==> src/rtl/key_scan_pkg.sv <==
`default_nettype none
// ---------------------------------------------------------------------------
// key_scan_pkg : shared types, constants and helpers for the keypad scanner
// Rev 1.0
// ---------------------------------------------------------------------------
package key_scan_pkg;

  localparam int         KEY_W     = 4;
  localparam logic [3:0] ROW_FIRST = 4'b0001;

  typedef enum logic [1:0] {
    ST_SCAN     = 2'd0,
    ST_DEBOUNCE = 2'd1,
    ST_HELD     = 2'd2,
    ST_RELEASE  = 2'd3
  } state_t;

  // Index of the lowest set bit; the downward walk lets the lowest bit win.
  function automatic logic [1:0] onehot_idx(input logic [3:0] v);
    logic [1:0] idx;
    idx = 2'd0;
    for (int i = 3; i >= 0; i--) begin
      if (v[i]) idx = 2'(i);
    end
    return idx;
  endfunction

endpackage
`default_nettype wire

==> src/rtl/key_stable_cnt.sv <==
`default_nettype none
// ---------------------------------------------------------------------------
// key_stable_cnt : saturating stable-cycle counter, done on the DEBOUNCE-th
//                  consecutive enabled cycle
// Rev 1.0
// ---------------------------------------------------------------------------
module key_stable_cnt #(
  parameter int DEBOUNCE = 20000
) (
  input  logic CLK,
  input  logic RST,
  input  logic clr,
  input  logic en,
  output logic done
);

  localparam int               CNT_W  = $clog2(DEBOUNCE + 1);
  localparam logic [CNT_W-1:0] c_last = CNT_W'(DEBOUNCE - 1);
  localparam logic [CNT_W-1:0] c_max  = CNT_W'(DEBOUNCE);

  logic [CNT_W-1:0] r_cnt;

  always_ff @(posedge CLK) begin
    if (RST || clr) begin
      r_cnt <= '0;
    end else if (en && (r_cnt != c_max)) begin
      r_cnt <= r_cnt + CNT_W'(1);
    end
  end

  // Combinational so the accepting cycle is the DEBOUNCE-th stable one.
  assign done = en && (r_cnt >= c_last);

endmodule
`default_nettype wire

==> src/rtl/key_scan.sv <==
`default_nettype none
// ---------------------------------------------------------------------------
// key_scan : 4x4 keypad row scanner with debounce and one-cycle key strobe.
//            Define KEY_SCAN_OPERAND_EN to build the two-digit operand register.
// Rev 1.0
// ---------------------------------------------------------------------------
module key_scan
  import key_scan_pkg::*;
#(
  parameter int SCAN_DIV = 1000,
  parameter int DEBOUNCE = 20000
) (
  input  logic             CLK,
  input  logic             RST,
  input  logic [3:0]       col,
  output logic [3:0]       row,
  output logic [KEY_W-1:0] key,
  output logic             key_valid,
  output logic             key_held,
  output logic [7:0]       operand
);

  localparam int               DIV_W      = (SCAN_DIV > 1) ? $clog2(SCAN_DIV) : 1;
  localparam logic [DIV_W-1:0] c_div_last = DIV_W'(SCAN_DIV - 1);

  state_t           r_state, w_state_nxt;
  logic [3:0]       r_row;
  logic [DIV_W-1:0] r_div;
  logic [1:0]       r_row_idx, r_col_idx;
  logic [KEY_W-1:0] r_key;
  logic             r_key_valid, r_key_held;

  logic             w_dwell_end, w_col_bit, w_clr, w_en, w_done;
  logic             w_latch, w_accept, w_release, w_row_step;
  logic [KEY_W-1:0] w_key_new;

  assign w_dwell_end = (r_div == c_div_last);
  assign w_col_bit   = col[r_col_idx];
  assign w_key_new   = {r_row_idx, r_col_idx};

  key_stable_cnt #(.DEBOUNCE(DEBOUNCE)) u_stable (
    .CLK  (CLK),
    .RST  (RST),
    .clr  (w_clr),
    .en   (w_en),
    .done (w_done)
  );

  always_ff @(posedge CLK) begin
    if (RST) r_state <= ST_SCAN;
    else     r_state <= w_state_nxt;
  end

  always_comb begin
    w_state_nxt = r_state;
    w_clr       = 1'b1;
    w_en        = 1'b0;
    w_latch     = 1'b0;
    w_accept    = 1'b0;
    w_release   = 1'b0;
    w_row_step  = 1'b0;
    case (r_state)
      ST_SCAN: begin
        if (w_dwell_end) begin
          if (col != 4'b0000) begin
            w_latch     = 1'b1;
            w_state_nxt = ST_DEBOUNCE;
          end else begin
            w_row_step  = 1'b1;
          end
        end
      end
      ST_DEBOUNCE: begin
        if (w_col_bit) begin
          w_clr = 1'b0;
          w_en  = 1'b1;
          if (w_done) begin
            w_accept    = 1'b1;
            w_state_nxt = ST_HELD;
          end
        end else begin
          w_row_step  = 1'b1;
          w_state_nxt = ST_SCAN;
        end
      end
      ST_HELD: begin
        if (col == 4'b0000) w_state_nxt = ST_RELEASE;
      end
      ST_RELEASE: begin
        if (col == 4'b0000) begin
          w_clr = 1'b0;
          w_en  = 1'b1;
          if (w_done) begin
            w_release   = 1'b1;
            w_row_step  = 1'b1;
            w_state_nxt = ST_SCAN;
          end
        end else begin
          w_state_nxt = ST_HELD;
        end
      end
      default: w_state_nxt = ST_SCAN;
    endcase
  end

  always_ff @(posedge CLK) begin
    if (RST) begin
      r_row       <= ROW_FIRST;
      r_div       <= '0;
      r_row_idx   <= 2'd0;
      r_col_idx   <= 2'd0;
      r_key       <= '0;
      r_key_valid <= 1'b0;
      r_key_held  <= 1'b0;
    end else begin
      r_key_valid <= w_accept;
      // The divider parks on its last value while a key is being processed.
      if (w_row_step) begin
        r_row <= {r_row[2:0], r_row[3]};
        r_div <= '0;
      end else if ((r_state == ST_SCAN) && !w_dwell_end) begin
        r_div <= r_div + DIV_W'(1);
      end
      if (w_latch) begin
        r_row_idx <= onehot_idx(r_row);
        r_col_idx <= onehot_idx(col);
      end
      if (w_accept) begin
        r_key      <= w_key_new;
        r_key_held <= 1'b1;
      end else if (w_release) begin
        r_key_held <= 1'b0;
      end
    end
  end

`ifdef KEY_SCAN_OPERAND_EN
  logic [7:0] r_operand;

  always_ff @(posedge CLK) begin
    if (RST)           r_operand <= 8'h00;
    else if (w_accept) r_operand <= {r_operand[3:0], w_key_new};
  end

  assign operand = r_operand;
`else
  assign operand = 8'h00;
`endif

  assign row       = r_row;
  assign key       = r_key;
  assign key_valid = r_key_valid;
  assign key_held  = r_key_held;

endmodule
`default_nettype wire

==> config.mk <==
export PLATFORM = sky130hd
export DESIGN_NAME = key_scan
export DESIGN_NICKNAME = d
export VERILOG_FILES = /design/src/rtl/key_scan_pkg.sv /design/src/rtl/key_stable_cnt.sv /design/src/rtl/key_scan.sv
export SDC_FILE = /design/constraint.sdc
export NUM_CORES = 1
export LEC_CHECK = 0
export CAP_MARGIN = 30
export CORE_MARGIN = 2
export CORE_UTILIZATION = 30
export CTS_BUF_LIST = sky130_fd_sc_hd__clkbuf_4 sky130_fd_sc_hd__clkbuf_8 sky130_fd_sc_hd__clkbuf_16
export DETAILED_ROUTE_END_ITERATION = 16
export PLACE_DENSITY_LB_ADDON = 0.15
export SYNTH_ARGS = -nofsm -noshare
export SYNTH_HDL_FRONTEND = slang
export SYNTH_SLANG_ARGS = --single-unit
==> constraint.sdc <==
create_clock -name CLK -period 2.2 [get_ports CLK]
set_input_delay 0.66 -clock CLK [delete_from_list [all_inputs] [get_ports CLK]]
set_output_delay 0.66 -clock CLK [all_outputs]
set_load 0.01 [all_outputs]
==> results by group, run 1 <==
Finish
  • Fillers: 707
  • Nets: 271
  • Area of the multi-input gates: 0.00123 mm^2
  • Design area: 0.00265 mm^2
  • Share of layout cells above drive strength 1: 20.9%
  • Sequential Area: 821 um^2
  • N_diodes: 0
  • Fin util: 38.8%
  • P&R area growth vs syn: 24.9%

Synth
  • Synthesized area: 0.00212 mm^2
  • Main synth FF type: dfxtp_1
  • Synth area leaders: dfxtp_1, xnor2_1, mux2i_1
  • Post-synth EDFFs: 0
  • Unique masters post-synth: 48
  • Seq/Total Area, Yosys: 38.7%
  • Syn avg cell area: 9.35 um^2
  • Ys async rst share: 0%
  • Yosys reg bits: 41
  • Synth Instances: 227
  • Top cell type by total area after synthesis: dfxtp_1
  • Area share of the largest cell type after synthesis: 38.7%
  • Yosys warns: 0

STA
  • RSZ-0062 raised after global routing: false
  • Setup-failing EPs final: 0
  • Final Hold Fails: 0
  • Slew Limit Fails: 0
  • Clk_skew: 9.82 ps
  • Relative slew slack: 65.3%
  • Hold WS: 498 ps
  • Worst slew pin tran: 515 ps
  • Setup TNS Final: 0 ps
  • F_max: 0.471 GHz
  • Tmin final: 2120 ps
  • Tcrit/Tclk final: 96.6%

Route
  • Routed Antenna Nets: 0
  • DR WL/cell: 12.3 um
  • Vias/cell: 4.58
  • Post-Route WL: 4.43 mm
  • DRT Pass-1 Iters: 4
  • Initial DRC count: 63
  • DR vias: 1645
  • DRC violation count after routing: 0

GRT
  • Largest net degree at the start of global routing: 20
  • Vias in the first global route: 1521
  • Gr usage total: 12.7%
  • GRT overflow: 0
  • Initial antenna violation count: 0
  • First-pass GRT wire length: 7.46 mm

Critical path
  • Crit Path Class: input port to register
  • Required time worst endpoint: 2400 ps
  • Reg-to-Reg Start: u_stable.r_cnt[6]
  • Worst EP arrival: 2320 ps
  • Worst Path Max Fanout: 4
  • Worst setup startpoint: col[3]
  • Startpoint Class: input port
  • Crit. End Element: register

Clock tree
  • TritonCTS Sinks: 41
  • Worst-Skew Late Latency: 300 ps
  • Clock Tree Buf Depth: 2
  • CTS Root Cell: clkbuf_8
  • Htree depth: 2
  • Hold Buf Count CTS: 0
  • CTS clk-pin slew, worst paths: 80 ps
  • TritonCTS clock tree: yes
  • Cts bufs inserted: 5

Pwr
  • PwrDens: 515 mW/mm^2
  • Power Total: 1.36 mW
  • Max VDD drop: 0.245 mV
  • P_leak: 0.884 nW

Placement
  • Dpl hpwl: 3.23 mm
  • IO buf count: 15
  • Placed Area: 0.00251 mm^2
  • Gpl congestion: 0.712

Floorplan
  • Initial Utilization: 31.1%
  • Die ar.: 0.00776 mm^2
  • DIE WIDTH: 88.1 um
  • Num rows: 30
  • Core area: 0.00683 mm^2
  • Num ports: 24
  • Die Y: 88.1 um

Run
  • Maxcap violations: 0

Worst hold path
  • Hold_sp: key_held
  • Hold Path Class: register to register

Status
  • Status: finished clean
-- worst max-delay path, stage by stage --
cell and delay (ps):
dlygate4sd2_1 250, buf_6 130, nor4_4 340, nand2_1 90, or3_4 410, and2_4 170, a211o_1 270
-- per-stage QoR --
| stage | cells | worst slack [ps] |
|---|---|---|
| floorplan | 234 | 51.3 |
| detailed placement | 350 | -406 |
| global placement | 350 | -363 |
| finish | 359 | 75.4 |
| CTS | 359 | -4.78 |
| global route | 359 | 24.7 |
-- kinds of logic after synthesis --
kind of cell               Yosys count  share of synthesized area [%]
and+or+nand+nor                    109                           31.8
DFF                                 41                           38.7
xor gates and xnor gates            21                           8.67
buffers and inverters               20                           5.42
AOI/OAI and AO/OA                   19                           6.72
muxes                               13                           6.72
adders and majority gates            3                           1.77
other                                1                          0.177
-- synth_stat cells (4+ instances only) --
master / count
dfxtp_1: 41
xnor2_1: 16
nor2_1: 32
nor3_1: 6
xor2_1: 5
clkbuf_1: 4
nor3_2: 10
mux2i_1: 12
nand2_1: 13
inv_1: 5
nor4_1: 4
nand3_1: 5
a21oi_1: 5
buf_4: 8
nand2b_1: 5
-- metal layers --
layer | track usage [%] | vias up | wire (um)
met5 | 0 | - | 0
met4 | 4.55 | 0 | 62
met3 | 3.68 | 5 | 126
met2 | 18.5 | 18 | 1990
met1 | 17.9 | 778 | 2250
li1 | - | 844 | -
-- placed cells by master (no fill, tap or decap), types with 4 or more instances in the layout --
cell,netlist,routed
nor4_1,4,4
xnor2_1,16,16
inv_1,5,5
nor3_2,10,10
nand2_1,13,13
nand3_1,5,5
conb_1,1,8
clkbuf_8,0,7
buf_4,8,15
a21oi_1,5,5
dfxtp_1,41,41
clkdlybuf4s50_1,0,11
nand2b_1,5,5
mux2i_1,12,12
nor2_1,32,32
nor3_1,6,6
xor2_1,5,5
-- path summary, 6_finish.rpt --
check                                end  slack [ps]  depth (start not counted)
worst max-delay path              row[0]          80                          7
worst min-delay path            key_held         500                          2
worst max register to register    row[0]         180                          6
worst min register to register  key_held         500                          2
-- sequential cells by signal, indices dropped and copies added, names as in the netlist, 2 cells and up --
name and cells:
r_state 2, r_div 10, r_row_idx 2, u_stable.r_cnt 15, row 4, key 4, r_col_idx 2
-- power breakdown --
part | switching (mW) | internal [mW] | leakage, nW
combinational | 0.0342 | 0.0253 | 0.499
clock | 0.271 | 0.284 | 0.0542
sequential | 0.00424 | 0.746 | 0.331
total | 0.309 | 1.06 | 0.884
-- what timing repair did --
item,in CTS,in global routing
endpoints found under the setup margin,16,21
pin swaps,3,1
gates resized for setup,9,5
gates cloned,1,0
setup buffers,0,0
-- layout make-up --
class | count | share of cell area (%)
multi-input cells | 173 | 46.6
flip-flops and latches | 41 | 31.0
repair buffers | 36 | 13.4
well taps | 96 | 4.53
clock buffers | 7 | 3.63
inverters | 5 | 0.708
clock inverters | 1 | 0.189
Power figures use the tool's default switching activity.
==> run 2: changes to the inputs <==
CORE_MARGIN = default   (was 2)
SKIP_LAST_GASP = 1   (was default)
clock period = 1.9 ns   (was 2.2 ns; I/O delays follow)
==> run 2 against run 1 <==
The run now ends with negative setup slack left. Non-clock buffer count rose by 24. Flip-flop and latch count did not move. Total power rose by 16%. Clock skew fell by 4.3 ps. Count of clock-buffer cells in the layout did not move. Worst setup slack lost 120 ps.
==> results by group, run 2 (synthesis results as in run 1) <==
Worst hold path
  • Hold Path Class: register to register

Clock tree
  • Cts bufs inserted: 5
  • CTS Root Cell: clkbuf_8
  • Htree depth: 2
  • Hold Buf Count CTS: 0
  • TritonCTS clock tree: yes
  • TritonCTS Sinks: 41
  • CTS clk-pin slew, worst paths: 80 ps
  • Clock Tree Buf Depth: 2
  • Worst-Skew Late Latency: 290 ps

Floorplan
  • Num ports: 24
  • Core area: 0.00683 mm^2
  • Die ar.: 0.00741 mm^2
  • Num rows: 30
  • DIE WIDTH: 86.1 um
  • Initial Utilization: 31.1%
  • Die Y: 86.1 um

STA
  • Clk_skew: 5.48 ps
  • RSZ-0062 raised after global routing: true
  • Tcrit/Tclk final: 102%
  • Setup-failing EPs final: 5
  • F_max: 0.514 GHz
  • PnR worst setup slack: -46.0 ps
  • Tmin final: 1950 ps
  • Slew Limit Fails: 0
  • Final Hold Fails: 0

Finish
  • Nets: 295
  • N_diodes: 0
  • Biggest register: u_stable.r_cnt
  • Biggest regs: u_stable.r_cnt x15, r_div x10
  • Share of layout cells above drive strength 1: 31.4%
  • Fin util: 41.8%
  • P&R area growth vs syn: 34.5%
  • Leading cell type in the layout, fill and taps excluded: dfxtp_1
  • Fillers: 694
  • Max FFs per register: 15
  • Commonest non-fill, non-tap cells in the layout: dfxtp_1, buf_4, nor2_1, xnor2_1, nand2_1
  • Fin cells: 383

Placement
  • Dpl hpwl: 3.19 mm
  • Gpl congestion: 0.728
  • DP Worst Slack: -562 ps
  • IO buf count: 15
  • DP Cell Count: 371

GRT
  • Initial antenna violation count: 0
  • First-pass GRT wire length: 7.67 mm
  • Vias in the first global route: 1644
  • Largest net degree at the start of global routing: 29
  • GR met1 Demand/Resource: 18.0%
  • GRT overflow: 0
  • Gr usage total: 13.4%
  • Met3 Use GR: 2.89%
  • Gr busiest metal: met2
  • Met2 usage: 21.0%

Route
  • Initial DRC count: 46
  • DRC violation count after routing: 0
  • DR WL/cell: 11.8 um
  • DR vias: 1716
  • Vias/cell: 4.48
  • Post-Route WL: 4.51 mm
  • DRT Pass-1 Iters: 4
  • Routed Antenna Nets: 0

Critical path
  • Crit Path Class: register to register
  • Required time worst endpoint: 2090 ps
  • Startpoint Class: register
  • Worst EP arrival: 2130 ps
  • Crit. End Element: register
  • Worst Path Max Fanout: 4

Pwr
  • P_leak: 0.981 nW
  • Max VDD drop: 0.306 mV
  • Power Total: 1.58 mW
  • PwrDens: 555 mW/mm^2

Status
  • Status: finished with violations
  • Failing checks: negative setup slack

Run
  • Maxcap violations: 0
[run 2: area by class of cell]
cell class | instances | area, um^2 | area share (%)
multi-input combinational | 173 | 1270 | 44.5
sequential | 41 | 823 | 28.8
timing repair buffer | 60 | 522 | 18.3
tap | 96 | 120 | 4.21
clock buffer | 7 | 96.3 | 3.38
inverter | 5 | 18.8 | 0.658
clock inverter | 1 | 5.00 | 0.175
[run 2: critical path, stage by stage, from the launching register on]
cell and delay (ps):
dfxtp_2 320, or4_4 560, a2111oi_4 360, or3_4 230, buf_6 100, a21boi_2 40, a211o_1 230
[run 2: per-stage QoR]
stage / setup TNS (ps) / hold WS (ps) / area (um^2)
2_1_floorplan: -1250 / 460 / 2150
3_3_place_gp: -17970 / 479 / 2650
3_5_place_dp: -18870 / 484 / 2650
4_1_cts: -96.5 / 504 / 2820
5_1_grt: -1050 / 524 / 2850
6_report: -128 / 495 / 2850
[run 2: path summary, 6_finish.rpt]
| path | from | to | slack, ps | depth (start not counted) |
|---|---|---|---|---|
| max | u_stable.r_cnt[13] | row[0] | -50 | 6 |
| min | r_row_idx[0] | key[2] | 490 | 2 |
| max reg2reg | u_stable.r_cnt[13] | row[0] | -50 | 6 |
| min reg2reg | r_row_idx[0] | key[2] | 490 | 2 |
[run 2: layer usage]
metal	vias up	wire length [um]
met2	23	2010
met1	795	2340
met5	-	0
li1	894	-
met4	0	47
met3	4	106
[run 2: repair_timing]
action                                  in CTS  in global routing
endpoints found under the setup margin      39                 32
pin swaps                                    5                 10
cloned                                       1                  0
resized for setup                           17                 21
setup buffers                                2                  1
[run 2: power by group]
part	switching [mW]	internal [mW]
clock network	0.307	0.329
logic	0.0437	0.0372
registers	0.00322	0.864
total	0.354	1.23
